**src/rtl/arith_pkg.sv**
```systemverilog
// Shared arithmetic definitions: FSM state encoding for bit-serial blocks
// and the bit-counter width helper.
package arith_pkg;

  typedef enum logic [1:0] {
    ST_IDLE  = 2'b00,
    ST_SHIFT = 2'b01,
    ST_DONE  = 2'b10
  } state_e;

  // Counter must hold values 0..w, hence w+1 codes.
  function automatic int cnt_width(input int w);
    return $clog2(w + 1);
  endfunction

endpackage

```
**src/rtl/serial_adder_fa_cell.sv**
```systemverilog
// One-bit full-adder cell built from XOR/AND/OR gates; reusable by any
// arithmetic block that needs a single sum/carry slice.
module fa_cell (
  input  logic a,
  input  logic b,
  input  logic ci,
  output logic s,
  output logic co
);

  wire x_s;
  wire g_s;
  wire p_s;

  xor u_x1 (x_s, a, b);
  xor u_x2 (s, x_s, ci);
  and u_a1 (g_s, a, b);
  and u_a2 (p_s, x_s, ci);
  or  u_o1 (co, g_s, p_s);

endmodule

```
**src/rtl/serial_adder.sv**
```systemverilog
// Bit-serial WIDTH-bit adder: one full-adder cell plus a carry flop adds one
// bit per clock LSB first and publishes a held Sum/Cout with a done pulse.
module serial_adder
  import arith_pkg::*;
#(
  parameter int WIDTH = 8
) (
  input  logic             clk,
  input  logic             rst,
  input  logic             start,
  input  logic [WIDTH-1:0] A,
  input  logic [WIDTH-1:0] B,
  input  logic             Cin,
  output logic             busy,
  output logic             done,
  output logic [WIDTH-1:0] Sum,
  output logic             Cout
);

  localparam int CW = cnt_width(WIDTH);
  localparam logic [CW-1:0] LAST_CNT = CW'(WIDTH - 1);

  state_e           state_q, state_d;
  logic [WIDTH-1:0] opa_q, opa_d;
  logic [WIDTH-1:0] opb_q, opb_d;
  logic [WIDTH-1:0] acc_q, acc_d;
  logic [WIDTH-1:0] sum_q, sum_d;
  logic             carry_q, carry_d;
  logic             cout_q, cout_d;
  logic [CW-1:0]    cnt_q, cnt_d;

  logic             s_s;
  logic             co_s;
  logic [WIDTH-1:0] acc_shift_s;

  fa_cell u_fa (
    .a  (opa_q[0]),
    .b  (opb_q[0]),
    .ci (carry_q),
    .s  (s_s),
    .co (co_s)
  );

  // A one-bit accumulator has nothing to shift in from above.
  if (WIDTH == 1) begin : g_acc_w1
    assign acc_shift_s = s_s;
  end else begin : g_acc_wn
    assign acc_shift_s = {s_s, acc_q[WIDTH-1:1]};
  end

  always_comb begin
    state_d = state_q;
    opa_d   = opa_q;
    opb_d   = opb_q;
    acc_d   = acc_q;
    sum_d   = sum_q;
    carry_d = carry_q;
    cout_d  = cout_q;
    cnt_d   = cnt_q;
    case (state_q)
      ST_IDLE: begin
        if (start) begin
          opa_d   = A;
          opb_d   = B;
          carry_d = Cin;
          cnt_d   = '0;
          state_d = ST_SHIFT;
        end else begin
          state_d = ST_IDLE;
        end
      end
      ST_SHIFT: begin
        acc_d   = acc_shift_s;
        opa_d   = opa_q >> 1;
        opb_d   = opb_q >> 1;
        carry_d = co_s;
        cnt_d   = cnt_q + CW'(1);
        if (cnt_q == LAST_CNT) begin
          // Final bit: publish directly so Sum sees the bit just computed.
          sum_d   = acc_shift_s;
          cout_d  = co_s;
          state_d = ST_DONE;
        end else begin
          state_d = ST_SHIFT;
        end
      end
      ST_DONE: begin
        state_d = ST_IDLE;
      end
      default: begin
        state_d = ST_IDLE;
      end
    endcase
  end

  always_ff @(posedge clk) begin
    if (rst) begin
      state_q <= ST_IDLE;
      opa_q   <= '0;
      opb_q   <= '0;
      acc_q   <= '0;
      sum_q   <= '0;
      carry_q <= 1'b0;
      cout_q  <= 1'b0;
      cnt_q   <= '0;
    end else begin
      state_q <= state_d;
      opa_q   <= opa_d;
      opb_q   <= opb_d;
      acc_q   <= acc_d;
      sum_q   <= sum_d;
      carry_q <= carry_d;
      cout_q  <= cout_d;
      cnt_q   <= cnt_d;
    end
  end

  assign busy = (state_q == ST_SHIFT);
  assign done = (state_q == ST_DONE);
  assign Sum  = sum_q;
  assign Cout = cout_q;

endmodule

```
**config.mk**
```make
export PLATFORM = sky130hd
export DESIGN_NAME = serial_adder
export DESIGN_NICKNAME = d
export VERILOG_FILES = /design/src/rtl/arith_pkg.sv /design/src/rtl/serial_adder_fa_cell.sv /design/src/rtl/serial_adder.sv
export SDC_FILE = /design/constraint.sdc
export NUM_CORES = 1
export LEC_CHECK = 0
export CORE_UTILIZATION = 45
export CTS_CLUSTER_DIAMETER = 60
export DETAILED_ROUTE_END_ITERATION = 12
export GPL_TIMING_DRIVEN = 0
export PLACE_DENSITY = 0.7
export RECOVER_POWER = 25
export SETUP_SLACK_MARGIN = 0.5
export SLEW_MARGIN = 5
export SYNTH_ARGS = -nofsm -noshare
export SYNTH_HDL_FRONTEND = slang
export SYNTH_SLANG_ARGS = --single-unit
export TNS_END_PERCENT = 10
```
**constraint.sdc**
```tcl
create_clock -name clk -period 1.7 [get_ports clk]
set_clock_uncertainty 0.2 [all_clocks]
set_input_delay 0.51 -clock clk [delete_from_list [all_inputs] [get_ports clk]]
set_output_delay 0.51 -clock clk [all_outputs]
set_load 0.02 [all_outputs]
```
# ---- Word level (Yosys, flattened, before mapping)
# Cells that the tools add are included.
# W data, S select, Z words.
dict set report classes {
  add_sub_neg 1
  n_eq_ne 4
  mux 11
  n_bitwise 5
  reduce_logical 4
}
# op n
set op_table {}
lappend op_table {{$pmux W8 S2} 2}
lappend op_table {{$mux W8} 2}
lappend op_table {{$pmux W4 S2} 1}
lappend op_table {{$add A4 B1 Y4 const B} 1}
lappend op_table {{$eq A4 B3 Y1 const B} 1}
lappend op_table {{$mux W4} 1}
lappend op_table {{$pmux W2 S2} 1}
lappend op_table {{$reduce_and A2 Y1} 2}
lappend op_table {{$and A1 B1 Y1} 2}
lappend op_table {{$eq A2 B1 Y1 const B} 1}
lappend op_table {{$eq A2 B2 Y1 const B} 1}
lappend op_table {{$logic_not A2 Y1} 1}
lappend op_table {{$mux W1} 2}
lappend op_table {{$mux W2} 1}
lappend op_table {{$ne A2 B2 Y1 const B} 1}
lappend op_table {{$pmux W1 S2} 1}
lappend op_table {{$reduce_bool A2 Y1} 1}
lappend op_table {{$xor A1 B1 Y1} 2}
lappend op_table {{$or A1 B1 Y1} 1}
dict set report totals {
  ff_bits 40
  inputBits 20
  word_cells 33
}

# ---- Depth between registers and ports, before layout
dict set report depth {
  ltp_word 4
  ltp_mapped 7
  ltp_nobuf 4
}

# ---- Modules after synthesis
# Synthesis repeated with hierarchy kept, for this count alone.
dict set report unflattened {
  hier_cells 190
  area_unflattened_um2 1670.4
}
# mod instances cells_per_inst area_each_um2 seq_area_each_um2
set by_module_without_submodules {}
lappend by_module_without_submodules {serial_adder 1 189 1650.3 780.7}
lappend by_module_without_submodules {fa_cell 1 1 20.0 0.0}

# ---- Worst setup path after synthesis
# No wires, ideal clock.
dict set report synth_timing {
  kind {reg2out}
  from {register state_q[1]}
  to {output busy}
  t_arrival_ps 910
  required_time_ps 990
  setup_slack_ps 80
  stages_incl_launch_ff 6
  cell_sequence {dfxtp_1 > buf_6 > nand2b_1 > buf_6 > clkinv_4 > buf_4}
}
dict set report synth_between {
  elab_chain_len 1
}
# item line_no
set synth_lines {}
lappend synth_lines {{start: declaration} serial_adder.sv:23} ;# state_e state_q, state_d;
lappend synth_lines {{start signal: assignment} serial_adder.sv:107} ;# state_q <= state_d;
lappend synth_lines {{$eq A2 B1 Y1} serial_adder.sv:118} ;# assign busy = (state_q == ST_SHIFT);
lappend synth_lines {{end: declaration} serial_adder.sv:14} ;# output logic busy,
# No other way between the ends.

# ---- Worst setup path after layout
# Ends and elaborated chain as after synthesis.

==> metrics.md <==
| Metric | Value |
|---|---|
| Failing checks | negative setup slack |
| Final-stage net count | 257 |
| Vias in the first global route | ~1,300 |
| DRT iter0 DRCs | 47 |
| Initial Utilization | about half |
| R2R Path Start | state_q[1] |
| Synth warnings | 0 |
| Worst R2R End | opa_q[7] |
| Hold Path Stages | 1 |
| R2r setup slk | -0.01 ns |
| Drt drc | 0 |
| Clk_lat worst skew | about 0.29 ns |
| Row Count | 21 |
| Final Setup Violations | 4 |
| Reg area | 793 sq um |
| GRT Total Usage | between 20% and 30% |
| Min Tclk post-route | 1.91 ns |
| Routed length per instance | 13.3 um |
| Ant. Diodes | 0 |
| Total routed wirelength | between 3 and 4 mm |
| Final WS setup | -0.208 ns |
| TritonCTS clock tree | built |
| Clk root buf | clkbuf_8 |
| Ports | 31 |
| Initial antenna violation count | 0 |
| CP Capture Type | output port |
| Setup CP Type | reg2out |
| Die area | roughly 0.004 sq mm |
| Synth area leaders | dfxtp_1 47%, a211oi_1 7.2%, nand2b_1 7.1% |
| Vias | 1,444 |
| Post-DP HPWL | ~2.4 mm |
| Die X-Extent | 62.9 um |
| Routability-driven placement congestion ratio | 0.724 |
| Syn Area/Cell | slightly below 9 sq um |
| Routed Antenna Nets | 0 |
| Layout cells sized above 1 | around 26% |
| Clock slew at reported path FFs | ~0.08 ns |
| Yosys top cell by area | dfxtp_1 |
| Post-Syn Area | approximately 0.0017 sq mm |
| Data required, critical path | a little under 1 ns |
| Unrepaired setup endpoints after global routing | true |
| Final Hold Viols | 0 |
| Num CTS Buffers | 5 |
| Hold-fix buffers at CTS | 0 |
| Setup TNS | -0.317 ns |
| Measured slew at the worst slew-check pin | around 0.49 ns |
| Syn Inst Count | 190 |
| Synthesized Nets | between 200 and 250 |
| Core box area | 0.00344 sq mm |
| Hold WC Path Type | reg2reg |
| FILL cells | 274 |
| Die Y | 62.9 um |
| Max Root-Sink Buffers | 2 |
| First-pass GRT wire length | a little over 6 mm |
| Seq cells post-synth | 39 |
| Worst r2r path cells | 7 |
| Critical path launch point type | register |
| Hold wc startpoint | cnt_q[0] |
| Max-Cap Viols | 0 |
| Fmax | 0.524 GHz |
| Sequential-to-total area share from yosys stat | 46.7% |
| Crit path max fanout | 2 |
| WP data arrival | between 1 and 1.5 ns |
| Period Utilization, post-route | 112% |
| Pwr dens | around 860 mW/mm^2 |
| DRT Pass-1 Iters | 4 |
| H-tree Lvls | 2 |
| Port bufs | 30 |
| Outcome | finished with violations |
| Pwr Total | around 0.0021 W |
| Post-synth cell types | 26 |
| Final Max Slew Viols | 0 |
| Largest net degree at the start of global routing | 13 |
| Multi-input gate area | around 860 sq um |
| Slew headroom | roughly two thirds |
| Top-area cell type share of the netlist area | 46.7% |
| TritonCTS Sinks | 39 |
| VDD IR-drop max | around 0.48 mV |
| P_leak | around 0.9 nW |
| Grt total ovfl | 0 |
| Hold EP | cnt_q[0] |
| DR vias/cell | between 5 and 6 |
| Synth-to-Final Area Change | 43.7% |
-- per-stage QoR --
step | std cells | hold WS, ns | utilization [%] | setup WS [ns] | cell area (sq um)
floorplan | 190 | 0.237 | - | 0.141 | 1690
global placement | 266 | 0.244 | 59.6 | -0.485 | 2050
detailed placement | 266 | 0.267 | 59.6 | -0.517 | 2050
CTS | 280 | 0.269 | 68.2 | -0.210 | 2350
global route | 282 | 0.280 | 69.8 | -0.248 | 2400
finish | 282 | 0.270 | 69.8 | -0.208 | 2400
-- where the power goes --
group,internal (W),switching (W)
sequential,0.000954,0.0000312
combinational,0.000155,0.000136
clock,0.000475,0.000321
-- worst max path at each step --
| stage | slack (ns) | end | from | cells past startpoint |
|---|---|---|---|---|
| after floorplan | 0.14 | busy | state_q[1] | 5 |
| after CTS | -0.21 | busy | state_q[1] | 6 |
| final | -0.21 | busy | state_q[1] | 6 |
| after global placement | -0.49 | state_q[1] | rst | 4 |
| after detailed placement | -0.52 | cnt_q[2] | rst | 4 |
| after global routing | -0.25 | busy | state_q[1] | 6 |
-- cells in the final DEF, fill, tap and decap left out, drive strengths merged --
master and n:
clkinv 2, a22oi 3, nand3 2, clkdlybuf4s50 17, nand2 31, a21oi 23
buf 28, clkbuf 11, mux2i 9, nor2b 1, nor3b 1, dlygate4sd2 2
nor2 21, nor3 2, or3 1, nand4b 1, o21ba 1, fa 1
bufinv 1, a31oi 1, dfxtp 39, o211a 1, ha 1, o21bai 1
nand2b 19, a211oi 16
-- logic make-up (layout without fill, tap and decap cells) --
group | count (synthesis) | after routing | share of synthesized area (%)
DFF | 39 | 39 | 46.7
and+or+nand+nor | 79 | 79 | 22.2
muxes | 9 | 9 | 5.39
buffers and inverters | 15 | 61 | 6.07
AOI/OAI and AO/OA | 46 | 46 | 17.7
adders and majority gates | 2 | 2 | 1.95
-- timing repair --
action	in CTS	in global routing
resized for setup	105	15
setup endpoints to repair	50	50
setup buffers	6	2
pin swaps	17	8
-- synthesized netlist by cell type, drive strengths merged --
cell type,instances
nand3,2
nand2,31
o21ba,1
nor3b,1
dfxtp,39
a22oi,3
nand4b,1
or3,1
fa,1
clkinv,1
a21oi,23
o21bai,1
o211a,1
clkbuf,5
nor3,2
buf,9
nor2b,1
a211oi,16
ha,1
nor2,21
nand2b,19
mux2i,9
a31oi,1
-- final cells by class --
type	instances	area share, %
Clock inverter	2	1.46
Clock buffer	6	3.44
Buffer	14	7.40
Sequential cell	39	33.0
Timing Repair Buffer	38	15.9
Tap cell	46	2.40
Inverter	1	0.677
Multi-Input combinational cell	136	35.6
-- critical path, stage by stage, from the launching register on --
cell,delay (ns)
dfxtp_2,0.33
buf_6,0.09
nand2b_4,0.10
buf_6,0.12
clkinv_8,0.04
buf_8,0.11
buf_6,0.12
-- flip-flops by register name (all words and copies together) (netlist names) --
name,count
Sum,8
opa_q,8
opb_q,8
acc_q,7
cnt_q,4
state_q,2
Cout,1
carry_q,1
-- metal layers --
layer  GRT usage (%)  vias to the layer above  part of all wire, %
met3            4.38                        6                  3.4
met4            11.3                        0                  2.1
met5               0                        -                    0
met1            25.5                      673                   47
met2            32.5                       31                   48
li1                -                      734                    -
No activity file was read; power rests on OpenSTA's default activity.
